[config.mk]
export PLATFORM = sky130hd
export DESIGN_NAME = ir_queue
export DESIGN_NICKNAME = d
export VERILOG_FILES = /design/src/rtl/ir_queue.sv
export SDC_FILE = /design/constraint.sdc
export NUM_CORES = 1
export LEC_CHECK = 0
export CAP_MARGIN = 20
export CORE_MARGIN = 5
export CORE_UTILIZATION = 35
export DETAILED_ROUTE_END_ITERATION = 8
export PLACE_DENSITY = 0.67
export SLEW_MARGIN = 20
export SYNTH_ARGS = -nofsm -noshare
export SYNTH_HDL_FRONTEND = slang
export SYNTH_SLANG_ARGS = --single-unit
export TNS_END_PERCENT = 30
[constraint.sdc]
create_clock -name clk -period 5.8 [get_ports clk]
set_input_delay 1.16 -clock clk [delete_from_list [all_inputs] [get_ports clk]]
set_output_delay 1.16 -clock clk [all_outputs]
set_load 0.05 [all_outputs]
[src/rtl/ir_queue.sv]
// ir_queue: DEPTH-entry instruction prefetch queue whose head entry is the
// architectural instruction register. Fetch pushes with il_in, decode pops
// with adv_in, and flush_in discards everything on a branch or redirect.
// The head word and its opcode/address/immediate fields are all registered,
// so nothing on the output side depends combinationally on ins_in.
// Optional build macro: IR_PARITY_EN adds a per-entry even-parity bit, the
// perr_out status output and the inj_perr_in injection input.
module ir_queue #(
  parameter int IW    = 16,
  parameter int DEPTH = 4,
  parameter int AW    = 8,
  parameter int IMMW  = 8,
  parameter int OPW   = 4
) (
  input  logic                       clk,
  input  logic                       rst,
  input  logic                       il_in,
  input  logic [IW-1:0]              ins_in,
  input  logic                       adv_in,
  input  logic                       flush_in,
`ifdef IR_PARITY_EN
  input  logic                       inj_perr_in,
  output logic                       perr_out,
`endif
  output logic                       rdy_out,
  output logic                       vld_out,
  output logic [IW-1:0]              ins_out,
  output logic [OPW-1:0]             op_out,
  output logic [IW-1:0]              ia_out,
  output logic [IW-1:0]              iv_out,
  output logic [$clog2(DEPTH+1)-1:0] cnt_out,
  output logic                       ovf_out
);

  localparam int CW = $clog2(DEPTH + 1);
  localparam int PW = $clog2(DEPTH);

  logic [IW-1:0]   r_mem [DEPTH];
  logic [PW-1:0]   r_wptr;
  logic [PW-1:0]   r_rptr;
  logic [CW-1:0]   r_cnt;
  logic            r_ovf;
  logic [IW-1:0]   r_ins;
  logic [OPW-1:0]  r_op;
  logic [IW-1:0]   r_ia;
  logic [IW-1:0]   r_iv;

  logic            w_rdy;
  logic            w_vld;
  logic            w_push;
  logic            w_pop;
  logic [PW-1:0]   w_nextPtr;
  logic            w_loadHead;
  logic [IW-1:0]   w_nextHead;
  logic [CW-1:0]   w_nextCnt;
  logic [OPW-1:0]  w_nextOp;
  logic [IW-1:0]   w_nextIa;
  logic [IW-1:0]   w_nextIv;

`ifdef IR_PARITY_EN
  logic            r_par [DEPTH];
  logic            r_headPar;
  logic            r_perr;
  logic            w_pushPar;
  logic            w_nextPar;
`endif

  assign w_rdy     = (r_cnt < CW'(DEPTH));
  assign w_vld     = (r_cnt != '0);
  assign w_push    = il_in && w_rdy;
  assign w_pop     = adv_in && w_vld;
  assign w_nextPtr = r_rptr + PW'(1);

  assign rdy_out = w_rdy;
  assign vld_out = w_vld;
  assign ins_out = r_ins;
  assign op_out  = r_op;
  assign ia_out  = r_ia;
  assign iv_out  = r_iv;
  assign cnt_out = r_cnt;
  assign ovf_out = r_ovf;

`ifdef IR_PARITY_EN
  assign w_pushPar = (^ins_in) ^ inj_perr_in;
  assign perr_out  = r_perr;
`endif

  // Decide what the head register shows next cycle: the entry behind the
  // current head after a pop, or the incoming word when it lands on an
  // empty (or emptying) queue; otherwise the head simply holds.
  always_comb begin
    w_loadHead = 1'b0;
    w_nextHead = r_ins;
`ifdef IR_PARITY_EN
    w_nextPar  = r_headPar;
`endif
    if (!flush_in) begin
      if (w_pop) begin
        if (r_cnt > CW'(1)) begin
          w_loadHead = 1'b1;
          w_nextHead = r_mem[w_nextPtr];
`ifdef IR_PARITY_EN
          w_nextPar  = r_par[w_nextPtr];
`endif
        end else if (w_push) begin
          w_loadHead = 1'b1;
          w_nextHead = ins_in;
`ifdef IR_PARITY_EN
          w_nextPar  = w_pushPar;
`endif
        end
      end else if (!w_vld && w_push) begin
        w_loadHead = 1'b1;
        w_nextHead = ins_in;
`ifdef IR_PARITY_EN
        w_nextPar  = w_pushPar;
`endif
      end
    end
  end

  // Occupancy after this edge; flush wins over any push or pop.
  always_comb begin
    w_nextCnt = r_cnt;
    if (flush_in) begin
      w_nextCnt = '0;
    end else if (w_push && !w_pop) begin
      w_nextCnt = r_cnt + CW'(1);
    end else if (w_pop && !w_push) begin
      w_nextCnt = r_cnt - CW'(1);
    end
  end

  // Field decode of the word about to become the head.
  always_comb begin
    w_nextOp = w_nextHead[IW-1 -: OPW];
    w_nextIa = {{(IW-AW){1'b0}}, w_nextHead[AW-1:0]};
    w_nextIv = {{(IW-IMMW){w_nextHead[IMMW-1]}}, w_nextHead[IMMW-1:0]};
  end

  // Entry storage: write the pushed word at the tail slot.
  always_ff @(posedge clk) begin
    if (w_push && !flush_in) begin
      r_mem[r_wptr] <= ins_in;
`ifdef IR_PARITY_EN
      r_par[r_wptr] <= w_pushPar;
`endif
    end
  end

  // Pointers, count and sticky overflow flag.
  always_ff @(posedge clk or posedge rst) begin
    if (rst) begin
      r_wptr <= '0;
      r_rptr <= '0;
      r_cnt  <= '0;
      r_ovf  <= 1'b0;
    end else if (flush_in) begin
      r_wptr <= '0;
      r_rptr <= '0;
      r_cnt  <= '0;
      r_ovf  <= 1'b0;
    end else begin
      r_cnt <= w_nextCnt;
      if (w_push) begin
        r_wptr <= r_wptr + PW'(1);
      end
      if (w_pop) begin
        r_rptr <= w_nextPtr;
      end
      if (il_in && !w_rdy) begin
        r_ovf <= 1'b1;
      end
    end
  end

  // Head register and its pre-decoded fields, loaded together.
  always_ff @(posedge clk or posedge rst) begin
    if (rst) begin
      r_ins <= '0;
      r_op  <= '0;
      r_ia  <= '0;
      r_iv  <= '0;
    end else if (w_loadHead) begin
      r_ins <= w_nextHead;
      r_op  <= w_nextOp;
      r_ia  <= w_nextIa;
      r_iv  <= w_nextIv;
    end
  end

`ifdef IR_PARITY_EN
  // Head parity and the error flag, which only means something while a
  // valid instruction sits in the head.
  always_ff @(posedge clk or posedge rst) begin
    if (rst) begin
      r_headPar <= 1'b0;
      r_perr    <= 1'b0;
    end else begin
      r_headPar <= w_nextPar;
      r_perr    <= (w_nextCnt != '0) && ((^w_nextHead) != w_nextPar);
    end
  end
`endif

endmodule

==> impl_metrics.csv <==
group,metric,value,unit
run_status,status,"completed",
power,irDropWorstVdd,0.2788,mV
finish,drive_gt1_share,17.71,%
logic_synthesis,synth_top_area_share,48.72,%
clock_tree,tritoncts,"built",
worst_setup_path,start_kind,"primary input",
power,p_per_area,539.9,mW/mm^2
floorplanning,start_util,36.08,%
route,via_per_inst,4.883,
timing,holdWs,0.5105,ns
clock_tree,clk_latency,0.33,ns
clock_tree,post-cts-setup-buffers,0,
placement,hpwl,5051,um
finish,utilization,44.14,%
timing,slew_headroom,27.33,%
logic_synthesis,async_flop_share,27.27,%
worst_setup_path,cp.required,6.01,ns
floorplanning,die_y,116.2,um
worst_setup_path,cp-end-kind,"flip-flop",
logic_synthesis,synth_xor_xnor_area_share,0.8880,%
logic_synthesis,syn_avg_cell_area,16.30,sq um
timing,drv_slew,0,
logic_synthesis,synth-edff-count,64,
floorplanning,io-pin-count,79,
logic_synthesis,synth.cell_area,0.003945,sq mm
route,dr.max_layer_used,"met4",
worst_setup_path,worstPathArrival,3.81,ns
route,wire_per_inst,18.05,um
global_route,grt_usage,11.82,%
logic_synthesis,synth_top_family_by_area,"multiplexers",
timing,setup_viol,0,
worst_hold_path,min_path_type,"reg -> reg",
logic_synthesis,dominantRegCellSynth,"edfxtp_1",
finish,area_growth,22.36,%
logic_synthesis,syn_inst,242,
clock_tree,numCtsBuffers,9,
timing,finalClockSkew,0.006888,ns
global_route,grt_pass1_wl,12010,um
route,met3_wirelength,318,um
finish,n_antenna_cell,0,
logic_synthesis,muxShareOfSynthArea,13.70,%
logic_synthesis,synth_warnings,0,
route,route.detailed.drc,0,
logic_synthesis,ys_ff_latch,88,
floorplanning,fp.dieArea,0.01349,sq mm
logic_synthesis,synth_top_area_cell,"edfxtp_1",
placement,port_buffers,70,
logic_synthesis,yosys.area_share.simple,3.140,%
placement,pre_cts_ws,1.856,ns
power,leakage,1.686,nW
finish,layout.nets,312,
global_route,grt_pass1_vias,2241,
clock_tree,cts_sinks,88,
logic_synthesis,yosys-top-cells-count,"64 x edfxtp_1, 36 x buf_4, 24 x dfrtp_1",
global_route,antenna_found_initial,0,
global_route,grt_max_degree,25,
logic_synthesis,netlist-cell-type-count,32,
logic_synthesis,seq_area_frac_synth,63.94,%
worst_setup_path,worstSetupPathType,"in -> reg",
timing,worst_pin_slew,1.090,ns
clock_tree,clkTransAtPathRegs,0.06,ns
flow_run,max_cap_viol_count,0,
global_route,grt-ovfl-total,0,
placement,globalplace.congestion,0.7573,
timing,finalHoldViolations,0,
logic_synthesis,yosys-top-cells-area,"edfxtp_1 49%, dfrtp_1 15%, mux4_2 9.1%, buf_4 6.9%, mux2_2 4.6%",
route,drt_iter0_markers,143,
floorplanning,core,0.01094,sq mm
route,detail-route-antenna-nets,0,
logic_synthesis,synth_fa_ha_area_share,2.791,%
timing,fin_crit_sh,62.11,%
clock_tree,cts_hold_buffers,0,
route,wl,7726,um
timing,setup_ws,2.198,ns
clock_tree,root_buffer,"clkbuf_16",
route,wl_met1,3435,um
floorplanning,num_rows,38,
timing,clock.fmax,277.6,MHz
route,firstDrtPassIters,4,
logic_synthesis,synth_compound_gate_area_share,6.533,%
timing,period_minus_slack,3.602,ns
timing,rsz0062_at_grt,"no",
floorplanning,chipWidth,116.2,um
route,route.met2.wl,3892,um
worst_setup_path,worst-path-max-fanout,23,
clock_tree,h-tree-depth,3,
route,num_vias,2090,
timing,final.setup.tns,0,ns
clock_tree,cts-resized-gates,0,
logic_synthesis,synth.most_common_cell,"edfxtp_1",
clock_tree,max-clock-path-buffers,2,
[worst max-delay path, cell delays in order]
cell,delay (ns)
clkdlybuf4s50_1,1.05
inv_1,0.18
a2111oi_4,0.98
mux2_2,0.43
[metal layers]
metal	vias up	GRT usage [%]
li1	955	-
met1	1069	16.12
met2	58	19.29
met3	8	2.539
met4	0	3.248
met5	-	0
[cells by family (layout without fill, tap and decap cells)]
logic type | after synthesis | in the layout
XOR/XNOR | 4 | 4
flip-flops | 88 | 88
multiplexers | 32 | 32
adder cells (fa/ha/maj) | 9 | 9
buffers and inverters | 55 | 94
AND/OR/NAND/NOR | 25 | 25
other | 1 | 8
AO/OA/AOI/OAI | 28 | 28
[area by class of cell]
type                       instances  area, sq um
clock buffer                      10        229.0
fill                            1001         6108
clock inverter                     6        67.56
tap                              140        175.2
inverter                           8        30.03
sequential                        88         2524
timing repair buffer              70        700.7
multi-input combinational        106         1101
[through the flow]
stage	area [sq um]	power [mW]	std cells
floorplan	3971	1.782	249
global placement	4526	2.046	412
detailed placement	4531	2.060	412
CTS	4827	2.629	428
global route	4827	2.716	428
finish	4827	2.606	428
[power by group]
part | internal, mW | switching, mW
logic | 0.422 | 0.756
registers | 0.756 | 0.104
clock network | 0.335 | 0.234
[sequential cells by signal, summed over array words and instances (netlist names)]
name / flops
cnt_out: 3
ins_out: 16
ovf_out: 1
r_mem: 64
r_rptr: 2
r_wptr: 2
[cell usage in the layout, fill, tap and decap left out, types with 2 or more instances in the layout]
| cell type | synthesis | layout |
|---|---|---|
| clkinv_4 | 0 | 2 |
| a21oi_1 | 5 | 5 |
| a211oi_1 | 2 | 2 |
| clkinv_1 | 0 | 2 |
| xnor2_1 | 2 | 2 |
| edfxtp_1 | 64 | 64 |
| clkdlybuf4s50_1 | 0 | 70 |
| nand3_1 | 2 | 2 |
| dfrtp_1 | 24 | 23 |
| xor2_1 | 2 | 2 |
| nand2_1 | 6 | 6 |
| and2_1 | 4 | 4 |
| nor2_1 | 8 | 8 |
| clkbuf_16 | 0 | 9 |
| ha_1 | 8 | 8 |
| mux4_2 | 16 | 16 |
| conb_1 | 1 | 8 |
| a32o_1 | 16 | 16 |
| inv_1 | 8 | 7 |
| mux2_2 | 16 | 16 |
[path summary, 6_finish.rpt]
path | slack (ns) | start | to | cells past startpoint
worst max-delay path | 2.20 | adv_in | ins_out[11]$_DFFE_PP0P_ | 4
worst min-delay path | 0.51 | ovf_out$_DFFE_PP0P_ | ovf_out$_DFFE_PP0P_ | 2
worst max register to register | 2.98 | cnt_out[0]$_DFFE_PP0P_ | ins_out[11]$_DFFE_PP0P_ | 6
worst min register to register | 0.51 | ovf_out$_DFFE_PP0P_ | ovf_out$_DFFE_PP0P_ | 2
max in group asynchronous | 4.10 | rst | r_rptr[1]$_DFFE_PP0P_ | 2
min in group asynchronous | 1.22 | rst | r_wptr[1]$_DFFE_PP0P_ | 2
Note: power is estimated with default switching activity, not from simulation.
